## src/rtl/btn_pulse_gen.sv

```systemverilog
// btn_pulse_gen: raw push-button to clean command pulses.
// Path: 2-FF synchronizer -> consistency-count debouncer -> press/hold FSM.
// Emits one press pulse, one long-hold pulse, then periodic auto-repeat pulses.
module btn_pulse_gen #(
   parameter int DEBOUNCE_CYC = 1_000_000,
   parameter int LONG_CYC     = 100_000_000,
   parameter int REPEAT_CYC   = 20_000_000
) (
   input  logic clk,
   input  logic rst,
   input  logic btn_in,
   input  logic en,
   output logic level,
   output logic pulse_press,
   output logic pulse_long,
   output logic pulse_rep
);

   localparam int DW   = $clog2(DEBOUNCE_CYC);
   localparam int HMAX = (LONG_CYC > REPEAT_CYC) ? LONG_CYC : REPEAT_CYC;
   localparam int HW   = $clog2(HMAX);

   localparam logic [DW-1:0] D_LAST = DW'(DEBOUNCE_CYC - 1);
   localparam logic [HW-1:0] L_LAST = HW'(LONG_CYC - 1);
   localparam logic [HW-1:0] R_LAST = HW'(REPEAT_CYC - 1);

   typedef enum logic [1:0] {
      IDLE,
      PRESSED,
      HELD,
      WAIT_REL
   } state_t;

   logic          sync1;
   logic          s;
   logic [DW-1:0] dcnt;

   state_t        state, state_n;
   logic [HW-1:0] hcnt, hcnt_n;
   logic          press_n, long_n, rep_n;

   // Two-flop synchronizer for the asynchronous button input.
   always_ff @(posedge clk or posedge rst) begin
      if (rst) begin
         sync1 <= 1'b0;
         s     <= 1'b0;
      end else begin
         sync1 <= btn_in;
         s     <= sync1;
      end
   end

   // Debouncer: level follows s only after DEBOUNCE_CYC consecutive disagreeing edges.
   always_ff @(posedge clk or posedge rst) begin
      if (rst) begin
         level <= 1'b0;
         dcnt  <= '0;
      end else if (s != level) begin
         if (dcnt == D_LAST) begin
            level <= s;
            dcnt  <= '0;
         end else begin
            dcnt <= dcnt + 1'b1;
         end
      end else begin
         dcnt <= '0;
      end
   end

   // Press/hold FSM next-state and pulse decode; release beats enable, enable beats terminal counts.
   always_comb begin
      state_n = state;
      hcnt_n  = hcnt;
      press_n = 1'b0;
      long_n  = 1'b0;
      rep_n   = 1'b0;
      if (!level) begin
         state_n = IDLE;
         hcnt_n  = '0;
      end else if (!en) begin
         state_n = WAIT_REL;
         hcnt_n  = '0;
      end else begin
         case (state)
            // IDLE with level high can only mean a fresh rise
            IDLE: begin
               state_n = PRESSED;
               hcnt_n  = '0;
               press_n = 1'b1;
            end
            PRESSED: begin
               if (hcnt == L_LAST) begin
                  state_n = HELD;
                  hcnt_n  = '0;
                  long_n  = 1'b1;
               end else begin
                  hcnt_n = hcnt + 1'b1;
               end
            end
            HELD: begin
               if (hcnt == R_LAST) begin
                  hcnt_n = '0;
                  rep_n  = 1'b1;
               end else begin
                  hcnt_n = hcnt + 1'b1;
               end
            end
            WAIT_REL: begin
               state_n = WAIT_REL;
            end
            default: begin
               state_n = IDLE;
               hcnt_n  = '0;
            end
         endcase
      end
   end

   // FSM state, hold counter and registered one-cycle pulses.
   always_ff @(posedge clk or posedge rst) begin
      if (rst) begin
         state       <= IDLE;
         hcnt        <= '0;
         pulse_press <= 1'b0;
         pulse_long  <= 1'b0;
         pulse_rep   <= 1'b0;
      end else begin
         state       <= state_n;
         hcnt        <= hcnt_n;
         pulse_press <= press_n;
         pulse_long  <= long_n;
         pulse_rep   <= rep_n;
      end
   end

endmodule
```

## config.mk

```make
export PLATFORM = sky130hd
export DESIGN_NAME = btn_pulse_gen
export DESIGN_NICKNAME = d
export VERILOG_FILES = /design/src/rtl/btn_pulse_gen.sv
export SDC_FILE = /design/constraint.sdc
export NUM_CORES = 1
export LEC_CHECK = 0
export BUFFER_PORTS_ARGS = -buffer_cell sky130_fd_sc_hd__buf_2
export CORE_AREA = 5 5 83 85
export CTS_CLUSTER_DIAMETER = 50
export DETAILED_ROUTE_END_ITERATION = 10
export DIE_AREA = 0 0 88 90
export GPL_TIMING_DRIVEN = 0
export PLACE_DENSITY = 0.62
export SKIP_LAST_GASP = 1
export SYNTH_ARGS = -nofsm -noshare
export SYNTH_HDL_FRONTEND = slang
export SYNTH_SLANG_ARGS = --single-unit
```

## constraint.sdc

```tcl
create_clock -name clk -period 6 [get_ports clk]
set_input_delay 0.9 -clock clk [delete_from_list [all_inputs] [get_ports clk]]
set_output_delay 0.9 -clock clk [all_outputs]
set_load 0.01 [all_outputs]
```

==> impl_metrics.json <==
{
  "status": "complete, no violations",
  "end_kind": "flop",
  "drtIter0Drc": 104,
  "holdBufCountCts": 0,
  "finalPower_mw": 0.602,
  "post_cts_buffers": 0,
  "dpl_cell_area_um2": 3040,
  "grt_pass1_vias": 2057,
  "grt_max_degree": 29,
  "reg2reg_slack_ns": 3.77,
  "pre_cts_ws_ns": 3.52,
  "path_class": "reg2reg",
  "grt_pass1_wl_mm": 9.74,
  "final_hold_viol_count": 0,
  "drtAntennaViolNets": 0,
  "report.final.slew_viol_count": 0,
  "dpl.hpwl_mm": 4.03,
  "ys_warn_count": 0,
  "grtUsageMet2_pct": 23.7,
  "hold_slack_ns": 0.371,
  "synth_cell_types": 39,
  "die-width_um": 88,
  "fin_crit_sh_pct": 37.1,
  "viasPerCell": 5.44,
  "synth_seq_cells": 55,
  "ios": 8,
  "gr-total-overflow": 0,
  "power_density_nw_per_um2": 192,
  "cap_violations": 0,
  "synthCells": 299,
  "drive_gt1_share_pct": 10.8,
  "final_nets": 324,
  "antenna_found_initial": 0,
  "track_usage_pct": 15.3,
  "final.setup.tns_ns": 0,
  "hold_path_class": "reg2reg",
  "synth_area_per_cell_um2": 9.67,
  "first_pass_iters": 4,
  "gp_congestion": 0.782,
  "cpMaxStageDelayCell": "a2111oi_4",
  "h-tree-depth": 2,
  "leakagePower_nw": 1.30,
  "crit_path_max_fanout": 8,
  "n_antenna_cell": 0,
  "clk_pin_slew_ns": 0.10,
  "skew_ns": 0.0138,
  "ctsResizeCount": 0,
  "routedWlPerCell_um": 14.3,
  "root_buffer": "clkbuf_8",
  "insertion_delay_ns": 0.32,
  "cts_tree": "built",
  "postLayoutSetupSlackWorst_ns": 3.77,
  "num_vias": 2133,
  "io_buffers": 7,
  "crit_required_ns": 6.20,
  "syn-num-nets": 309,
  "cts_buffers": 5,
  "use_met1_pct": 21.6,
  "fmax_mhz": 449,
  "worst_setup_path_start_kind": "flop",
  "start_util_pct": 47.2,
  "synth_seq_area_share_pct": 47.6,
  "num_rows": 29,
  "die_h_um": 90,
  "critPathMaxStageDelay_ns": 0.61,
  "rsz0062_at_grt": "false",
  "busiest_layer": "met2",
  "finalWirelength_mm": 5.60,
  "worst_pin_slew_ns": 0.784,
  "path_cells": "inv_1 > ha_1 > and4bb_2 > a2111oi_4 > nand4_1 > xor2_1 > nor2_1",
  "grt_use_met3_pct": 3.02,
  "max-slew-margin-rel_pct": 47.2,
  "synthToLayoutAreaGrowth_pct": 8.39,
  "die-area_um2": 7920,
  "fin_area_um2": 3140,
  "clockBufferDepth": 2,
  "clock-sinks": 55,
  "drcViolationCount": 0,
  "cp.arrival_ns": 2.43,
  "finalSetupViolations": 0,
  "netlist_area_um2": 2890,
  "core_um2": 6130,
  "min_period_ns": 2.23,
  "ir_worst_vdd_mv": 0.106
}
[cell type report]
class,count,area (um^2)
plain buffers,5,37.5
clock inverters,3,22.5
fillers,576,3000
clock buffers,5,68.8
well taps,77,96.3
inverters,11,41.3
repair buffers,8,55.1
flip-flops and latches,55,1380
multi-input cells,228,1440
[cell usage after synthesis]
| library cell | count | area, um^2 |
|---|---|---|
| dfrtp_1 | 55 | 1380 |
| nor2_1 | 50 | 188 |
| nand2_1 | 30 | 113 |
| xor2_1 | 21 | 184 |
| nand3_1 | 19 | 95.1 |
| xnor2_1 | 15 | 131 |
| nand4_1 | 13 | 81.3 |
| o21ai_0 | 13 | 65.1 |
| inv_1 | 11 | 41.3 |
| nor3_1 | 10 | 50.1 |
| and4_1 | 7 | 61.3 |
| ha_1 | 6 | 75.1 |
| nor4_1 | 6 | 37.5 |
| and3_1 | 5 | 31.3 |
| and2_1 | 4 | 25.0 |
| buf_2 | 3 | 15.0 |
| mux2i_1 | 3 | 30.0 |
| o211ai_1 | 3 | 22.5 |
| buf_6 | 2 | 22.5 |
| nor4b_1 | 2 | 17.5 |
| o32ai_1 | 2 | 17.5 |
| or2_2 | 2 | 12.5 |
| a2111o_1 | 1 | 11.3 |
| a2111oi_4 | 1 | 27.5 |
| a21oi_1 | 1 | 5.00 |
| a21oi_2 | 1 | 8.76 |
| a31o_2 | 1 | 8.76 |
| and3b_1 | 1 | 8.76 |
| and4b_1 | 1 | 10.0 |
| and4bb_2 | 1 | 12.5 |
| mux2_2 | 1 | 11.3 |
| nand2b_1 | 1 | 6.26 |
| nand3b_1 | 1 | 7.51 |
| nand4_2 | 1 | 12.5 |
| nor3_4 | 1 | 16.3 |
| nor4_4 | 1 | 21.3 |
| o22ai_2 | 1 | 12.5 |
| or3b_1 | 1 | 8.76 |
| or4_4 | 1 | 11.3 |
[power breakdown]
part,switching [mW],leakage (nW),internal (mW)
clock network,0.126,0.0489,0.0848
logic,0.0116,0.492,0.00457
registers,0.00189,0.762,0.373
total,0.140,1.30,0.462
[worst max-delay path, delay by kind of cell (launching register included)]
family,cells,cell delay (ns)
compound gates,1,0.61
flops,1,0.40
buf+inv,1,0.12
fa+ha+maj,1,0.25
simple gates,3,0.56
xor+xnor,1,0.18
[per-stage QoR]
| step | cells | utilization [%] |
|---|---|---|
| after floorplan | 299 | - |
| after global placement | 383 | 49.3 |
| after detailed placement | 384 | 49.6 |
| after CTS | 392 | 51.1 |
| after global routing | 392 | 51.1 |
| final | 392 | 51.1 |
[cell families after synthesis]
group,synth area share [%]
xor+xnor,10.9
buf+inv,2.72
compound gates,6.19
simple gates,28.6
mux,1.43
fa+ha+maj,2.60
flops,47.6
[cells in the final DEF, fill, tap and decap left out, drive strengths merged]
cell     count
a2111o       1
a2111oi      1
a21oi        2
a31o         1
and2         4
and3         5
and3b        1
and4         7
and4b        1
and4bb       1
buf         13
clkbuf       5
clkinv       1
dfrtp       55
ha           6
inv         13
mux2         1
mux2i        3
nand2       30
nand2b       1
nand3       19
nand3b       1
nand4       14
nor2        50
nor3        11
nor4         7
nor4b        2
o211ai       3
o21ai       13
o22ai        1
o32ai        2
or2          2
or3b         1
or4          1
xnor2       15
xor2        21
[registers in the layout, summed over array words and instances (netlist names)]
name	flops
hcnt	27
sync1	1
state	2
pulse_rep	1
level	1
dcnt	20
pulse_press	1
pulse_long	1
s	1
[metal layers]
layer  vias up  wire [um]
li1       1075          -
met1      1031       2840
met2        21       2580
met3         6        126
met4         0         57
met5         -          0
[path summary, 6_finish.rpt]
kind / cells past startpoint / start / to
max: 7 / state[1] / hcnt[24]
min: 0 / sync1 / s
max in group asynchronous: 3 / rst / hcnt[23]
min reg2reg: 0 / sync1 / s
max reg2reg: 7 / state[1] / hcnt[24]
min in group asynchronous: 2 / rst / dcnt[5]
(Power assumes the default switching activity.)
